## src/rtl/riscv_decode_cycle.sv

```systemverilog
`default_nettype none
// ============================================================================
//  Module   : riscv_decode_cycle
//  Brief    : RV32I decode (ID) stage. Decodes the instruction, reads two
//             operands from a 32x32 register file, sign-extends the
//             immediate and registers everything into the ID/EX register.
//             The writeback port updates the register file.
//  Config   : REGFILE_BYPASS_EN - when defined, a same-cycle writeback to a
//             source register is forwarded into RD1_E/RD2_E.
//  Revision : 1.0 - initial release
// ============================================================================
module riscv_decode_cycle (
   input  logic        clk,
   input  logic        rst,
   input  logic [31:0] InstrD,
   input  logic [31:0] PCD,
   input  logic [31:0] PCPlus4D,
   input  logic        RegWriteW,
   input  logic [4:0]  RDW,
   input  logic [31:0] ResultW,
   output logic        RegWriteE,
   output logic        ALUSrcE,
   output logic        MemWriteE,
   output logic        ResultSrcE,
   output logic        BranchE,
   output logic [2:0]  ALUControlE,
   output logic [31:0] RD1_E,
   output logic [31:0] RD2_E,
   output logic [31:0] Imm_Ext_E,
   output logic [4:0]  RS1_E,
   output logic [4:0]  RS2_E,
   output logic [4:0]  RD_E,
   output logic [31:0] PCE,
   output logic [31:0] PCPlus4E
);

   localparam logic [6:0] c_OP_LOAD  = 7'b0000011;
   localparam logic [6:0] c_OP_STORE = 7'b0100011;
   localparam logic [6:0] c_OP_RTYPE = 7'b0110011;
   localparam logic [6:0] c_OP_BRNCH = 7'b1100011;
   localparam logic [6:0] c_OP_IALU  = 7'b0010011;

   // Raw instruction fields
   logic [6:0]  w_opcode;
   logic [2:0]  w_funct3;
   logic        w_funct7_5;
   logic [4:0]  w_rs1;
   logic [4:0]  w_rs2;
   logic [4:0]  w_rd;

   assign w_opcode   = InstrD[6:0];
   assign w_rd       = InstrD[11:7];
   assign w_funct3   = InstrD[14:12];
   assign w_rs1      = InstrD[19:15];
   assign w_rs2      = InstrD[24:20];
   assign w_funct7_5 = InstrD[30];

   // Decoded control
   logic        w_reg_write;
   logic [1:0]  w_imm_src;
   logic        w_alu_src;
   logic        w_mem_write;
   logic        w_result_src;
   logic        w_branch;
   logic [1:0]  w_alu_op;
   logic [2:0]  w_alu_ctrl;
   logic [31:0] w_imm_ext;
   logic [31:0] w_rd1;
   logic [31:0] w_rd2;

   // Register file storage; entry 0 is held at zero and never written
   logic [31:0] r_regs [32];

   // Pipeline registers
   logic        r_reg_write;
   logic        r_alu_src;
   logic        r_mem_write;
   logic        r_result_src;
   logic        r_branch;
   logic [2:0]  r_alu_ctrl;
   logic [31:0] r_rd1;
   logic [31:0] r_rd2;
   logic [31:0] r_imm_ext;
   logic [4:0]  r_rs1;
   logic [4:0]  r_rs2;
   logic [4:0]  r_rd;
   logic [31:0] r_pc;
   logic [31:0] r_pc_plus4;

   // Main decoder: opcode to control signals; unknown opcodes decode as a bubble
   always_comb begin
      w_reg_write  = 1'b0;
      w_imm_src    = 2'b00;
      w_alu_src    = 1'b0;
      w_mem_write  = 1'b0;
      w_result_src = 1'b0;
      w_branch     = 1'b0;
      w_alu_op     = 2'b00;
      case (w_opcode)
         c_OP_LOAD: begin
            w_reg_write  = 1'b1;
            w_alu_src    = 1'b1;
            w_result_src = 1'b1;
         end
         c_OP_STORE: begin
            w_imm_src    = 2'b01;
            w_alu_src    = 1'b1;
            w_mem_write  = 1'b1;
         end
         c_OP_RTYPE: begin
            w_reg_write  = 1'b1;
            w_alu_op     = 2'b10;
         end
         c_OP_BRNCH: begin
            w_imm_src    = 2'b10;
            w_branch     = 1'b1;
            w_alu_op     = 2'b01;
         end
         c_OP_IALU: begin
            w_reg_write  = 1'b1;
            w_alu_src    = 1'b1;
            w_alu_op     = 2'b10;
         end
         default: ;
      endcase
   end

   // ALU decoder: only R-type with funct7[5] set selects subtract for funct3 000
   always_comb begin
      w_alu_ctrl = 3'b000;
      case (w_alu_op)
         2'b01: w_alu_ctrl = 3'b001;
         2'b10: begin
            case (w_funct3)
               3'b000:  w_alu_ctrl = ({w_opcode[5], w_funct7_5} == 2'b11) ? 3'b001 : 3'b000;
               3'b010:  w_alu_ctrl = 3'b101;
               3'b110:  w_alu_ctrl = 3'b011;
               3'b111:  w_alu_ctrl = 3'b010;
               default: w_alu_ctrl = 3'b000;
            endcase
         end
         default: w_alu_ctrl = 3'b000;
      endcase
   end

   // Immediate generation by format
   always_comb begin
      w_imm_ext = 32'd0;
      case (w_imm_src)
         2'b00:   w_imm_ext = {{20{InstrD[31]}}, InstrD[31:20]};
         2'b01:   w_imm_ext = {{20{InstrD[31]}}, InstrD[31:25], InstrD[11:7]};
         2'b10:   w_imm_ext = {{20{InstrD[31]}}, InstrD[7], InstrD[30:25], InstrD[11:8], 1'b0};
         default: w_imm_ext = 32'd0;
      endcase
   end

   // Register file read ports; x0 is forced to zero regardless of storage
   always_comb begin
      w_rd1 = r_regs[w_rs1];
      w_rd2 = r_regs[w_rs2];
`ifdef REGFILE_BYPASS_EN
      if (RegWriteW && (RDW == w_rs1)) w_rd1 = ResultW;
      if (RegWriteW && (RDW == w_rs2)) w_rd2 = ResultW;
`endif
      if (w_rs1 == 5'd0) w_rd1 = 32'd0;
      if (w_rs2 == 5'd0) w_rd2 = 32'd0;
   end

   // Register file write port; reset clears all entries and overrides writes
   always_ff @(posedge clk) begin
      if (rst) begin
         for (int i = 0; i < 32; i++) r_regs[i] <= 32'd0;
      end else if (RegWriteW && (RDW != 5'd0)) begin
         r_regs[RDW] <= ResultW;
      end
   end

   // ID/EX pipeline register
   always_ff @(posedge clk) begin
      if (rst) begin
         r_reg_write  <= 1'b0;
         r_alu_src    <= 1'b0;
         r_mem_write  <= 1'b0;
         r_result_src <= 1'b0;
         r_branch     <= 1'b0;
         r_alu_ctrl   <= 3'b000;
         r_rd1        <= 32'd0;
         r_rd2        <= 32'd0;
         r_imm_ext    <= 32'd0;
         r_rs1        <= 5'd0;
         r_rs2        <= 5'd0;
         r_rd         <= 5'd0;
         r_pc         <= 32'd0;
         r_pc_plus4   <= 32'd0;
      end else begin
         r_reg_write  <= w_reg_write;
         r_alu_src    <= w_alu_src;
         r_mem_write  <= w_mem_write;
         r_result_src <= w_result_src;
         r_branch     <= w_branch;
         r_alu_ctrl   <= w_alu_ctrl;
         r_rd1        <= w_rd1;
         r_rd2        <= w_rd2;
         r_imm_ext    <= w_imm_ext;
         r_rs1        <= w_rs1;
         r_rs2        <= w_rs2;
         r_rd         <= w_rd;
         r_pc         <= PCD;
         r_pc_plus4   <= PCPlus4D;
      end
   end

   assign RegWriteE   = r_reg_write;
   assign ALUSrcE     = r_alu_src;
   assign MemWriteE   = r_mem_write;
   assign ResultSrcE  = r_result_src;
   assign BranchE     = r_branch;
   assign ALUControlE = r_alu_ctrl;
   assign RD1_E       = r_rd1;
   assign RD2_E       = r_rd2;
   assign Imm_Ext_E   = r_imm_ext;
   assign RS1_E       = r_rs1;
   assign RS2_E       = r_rs2;
   assign RD_E        = r_rd;
   assign PCE         = r_pc;
   assign PCPlus4E    = r_pc_plus4;

endmodule
`default_nettype wire

```

## config.mk

```make
export PLATFORM = sky130hd
export DESIGN_NAME = riscv_decode_cycle
export DESIGN_NICKNAME = d
export VERILOG_FILES = /design/src/rtl/riscv_decode_cycle.sv
export SDC_FILE = /design/constraint.sdc
export NUM_CORES = 2
export LEC_CHECK = 0
export BUFFER_PORTS_ARGS = -buffer_cell sky130_fd_sc_hd__buf_2
export CORE_UTILIZATION = 60
export DETAILED_ROUTE_END_ITERATION = 7
export PLACE_DENSITY_LB_ADDON = 0.25
export SYNTH_ARGS = -nofsm -noshare
export SYNTH_HDL_FRONTEND = slang
export SYNTH_SLANG_ARGS = --single-unit
```

## constraint.sdc

```tcl
create_clock -name clk -period 2.4 [get_ports clk]
set_input_delay 0 -clock clk [delete_from_list [all_inputs] [get_ports clk]]
set_output_delay 0 -clock clk [all_outputs]
set_load 0.03 [all_outputs]
```

==> summary.md <==
| Metric | Value |
|---|---|
| Post-synth ARST share | `0%` |
| Power share of the sequential group | `49.3%` |
| DIE HEIGHT | `313.8 um` |
| Vias in the first global route | `38044` |
| Core area | `95580 um2` |
| Layout area overhead | `17.10%` |
| Yosys cell types | `43` |
| GRT overflow | `0` |
| Worst Setup End Kind | `flop` |
| Average cell area after synthesis | `15.36 um2` |
| Initial antenna violation count | `15` |
| Depth of the CTS H-tree | `3` |
| Syn Std Cell Area | `58320 um2` |
| Final HPWL DP | `109.8 mm` |
| Worst hold path cell count | `3` |
| Via density | `6.717` |
| Period utilization | `93.41%` |
| Slew Viols, Final | `0` |
| Wire per inst | `31.49 um` |
| DR pass1 iterations | `6` |
| Pwr dens | `720.3 nW/um2` |
| Post-synth EDFFs | `1024` |
| Post-CTS setup buffer count | `0` |
| Worst-case reg-to-reg path depth | `4` |
| Fin. Hold Viols | `0` |
| Worst EP required | `3.05 ns` |
| Ys flop type | `edfxtp_1` |
| DRC | `0` |
| Largest net degree at the start of global routing | `54` |
| CTS Buffer Depth | `3` |
| Commonest non-fill, non-tap cells in the layout | `1024 x edfxtp_1, 993 x and2_1, 449 x mux4_2, 310 x buf_2, 259 x mux2i_1` |
| TritonCTS buffer count | `118` |
| Logic pwr share | `12.1%` |
| Total clock sinks | `1188` |
| Global-route wire length before repair | `254.8 mm` |
| Multi-input logic area | `22740 um2` |
| Crit Path Category | `in2reg` |
| Arrival time of the worst setup path | `2.89 ns` |
| Final setup viols | `0` |
| Number of routed nets with antenna violations | `0` |
| CP max stage cell | `dlygate4sd3_1` |
| Leakage Power | `0.02526 uW` |
| Outcome | `finished, final reports clean` |
| Clk_lat worst skew | `0.72 ns` |
| # IOs | `319` |
| Dpl ws | `-0.1495 ns` |
| # Max-Cap Violations | `0` |
| F_max | `446.0 MHz` |
| IO Port Bufs | `318` |
| Nets | `4403` |
| DR iter-0 viols | `5684` |
| CP Launch Point | `InstrD[2]` |
| CP cell instances | `dlygate4sd3_1 > buf_2 > nor4bb_1 > dlygate4sd3_1 > nand3_1 > ha_1 > nor3b_1 > dlygate4sd3_1` |
| Slew headroom | `21.18%` |
| Clk root buf | `clkbuf_16` |
| Total power | `49200 uW` |
| PnR worst setup slack | `0.1580 ns` |
| Share of layout cells above drive strength 1 | `29.65%` |
| CTS tree | `done` |
| GRT Total Usage | `36.11%` |
| Die Width | `313.8 um` |
| Post-synthesis cell count | `3798` |
| Switch Pwr | `12170 uW` |
| Worst Path Max Fanout | `4` |
| Sequential standard cell area | `34030 um2` |
| Net Sw Frac | `24.73%` |
| Pint | `37030 uW` |
| Flops & latches, synth | `1188` |
| FILL cells | `6072` |
| Period minus WS final | `2.242 ns` |
| Setup TNS after final layout | `0 ns` |
| Critical Path Max Stage Delay | `0.65 ns` |
| Post-DP Area | `62720 um2` |
| Setup crit end | `ALUControlE[1]$_SDFF_PP0_` |
| DIE AREA | `98460 um2` |
| Routed wire length | `177.8 mm` |
| Reg2reg start | `r_regs[31][6]$_SDFFCE_PN0P_` |
| Sequential share of the synthesized area | `58.35%` |
| Clock slew at reported path FFs | `0.07 ns` |
| Most common cell after layout, fill and taps aside | `edfxtp_1` |
| Reg2reg end | `RD2_E[6]$_SDFF_PP0_` |
| Hold crit path type | `in2reg` |
| Initial Util | `61.02%` |
| R2R Setup Slk | `0.20 ns` |
| Vias after detailed routing | `37932` |
| Peak supply drop | `0.5657 mV` |
| Measured slew at the worst slew-check pin | `1.182 ns` |
| Routability cong. | `0.9064` |
| Fin area | `68300 um2` |
| Syn. warnings | `0` |
| Most frequent cell on the critical path | `dlygate4sd3_1` |
| Clk_skew | `0.02144 ns` |
| RSZ-0062 raised after global routing | `no` |
| Element type at the critical path start | `input pin` |
| Clock Power Share | `38.5%` |
| Row count | `113` |
==> per-stage QoR <==
stage               hold WS, ns  instances  util, %
floorplan               0.07580       3829        -
finish                  0.03732       5647    71.46
global placement         0.1845       5253    65.62
detailed placement       0.1831       5253    65.62
CTS                     0.01308       5636    71.43
global route            0.04323       5644    71.45
==> Yosys cell counts, types with 33 or more instances <==
cell type,number,area [um2]
a22o_1,62,543.0
and2_1,994,6218
buf_2,63,315.3
clkbuf_1,295,1107
dfxtp_1,164,3283
edfxtp_1,1024,30750
mux2i_1,259,2592
mux4_2,449,10110
nor2_1,39,146.4
nor2b_1,89,556.8
nor3_1,36,180.2
o221ai_1,63,551.8
o22a_1,33,289.0
==> routing by layer <==
layer  global-route usage [%]  routed length (um)
met1                    46.86               61770
met2                    57.24               84840
met3                    10.27               23550
met4                    15.68                7661
met5                        0                  27
==> flip-flops by register name, indices dropped and copies added (netlist names) <==
register	cells
ALUControlE	3
ALUSrcE	1
BranchE	1
Imm_Ext_E	13
MemWriteE	1
PCE	32
PCPlus4E	32
RD1_E	32
RD2_E	32
RD_E	5
RS1_E	5
RS2_E	5
RegWriteE	1
ResultSrcE	1
r_regs	1024
==> area by class of cell <==
type / count / area share (%)
timing repair buffer: 730 / 8.673
sequential: 1188 / 49.83
tap: 1265 / 2.317
clock inverter: 63 / 0.8171
inverter: 3 / 0.01649
clock buffer: 163 / 5.011
antenna: 11 / 0.04030
multi-input combinational: 2224 / 33.29
==> worst max-delay path: cells and delay by family <==
kind,cells,cell delay [ns]
fa+ha+maj,1,0.35
simple gates,3,0.65
buf+inv,4,1.90
==> kinds of logic (layout without fill, tap and decap cells) <==
family	Yosys count	in the layout	share of synthesized area [%]
buffers and inverters	417	959	3.186
AO/OA/AOI/OAI	259	259	3.718
AND/OR/NAND/NOR	1221	1221	12.88
other	1	43	0.006430
flip-flops	1188	1188	58.35
multiplexers	710	710	21.82
adder cells (fa/ha/maj)	2	2	0.04290
==> power groups by stage <==
stage	Combinational, uW	Sequential (uW)	Clock, uW
3_3_place_gp	5570	24600	0
5_1_grt	6170	24300	19800
3_5_place_dp	5630	24600	0
6_report	5970	24300	19000
2_1_floorplan	3200	24800	0
4_1_cts	5850	24200	19000
==> worst min-delay path by stage <==
stage | startpoint | end
6_report | PCPlus4D[26] | PCPlus4E[26]$_SDFF_PP0_
3_3_place_gp | InstrD[12] | ALUControlE[2]$_SDFF_PP0_
3_5_place_dp | InstrD[12] | ALUControlE[2]$_SDFF_PP0_
2_1_floorplan | InstrD[4] | MemWriteE$_SDFF_PP0_
4_1_cts | InstrD[25] | Imm_Ext_E[5]$_SDFF_PP0_
5_1_grt | PCPlus4D[26] | PCPlus4E[26]$_SDFF_PP0_
==> what timing repair did <==
| action | in CTS | in global routing |
|---|---|---|
| hold buffers | 157 | 0 |
| endpoints found under the setup margin | 0 | 1 |
| endpoints found under the hold margin | 1068 | 0 |
| gates resized for setup | 0 | 1 |
Power figures use the tool's default switching activity.
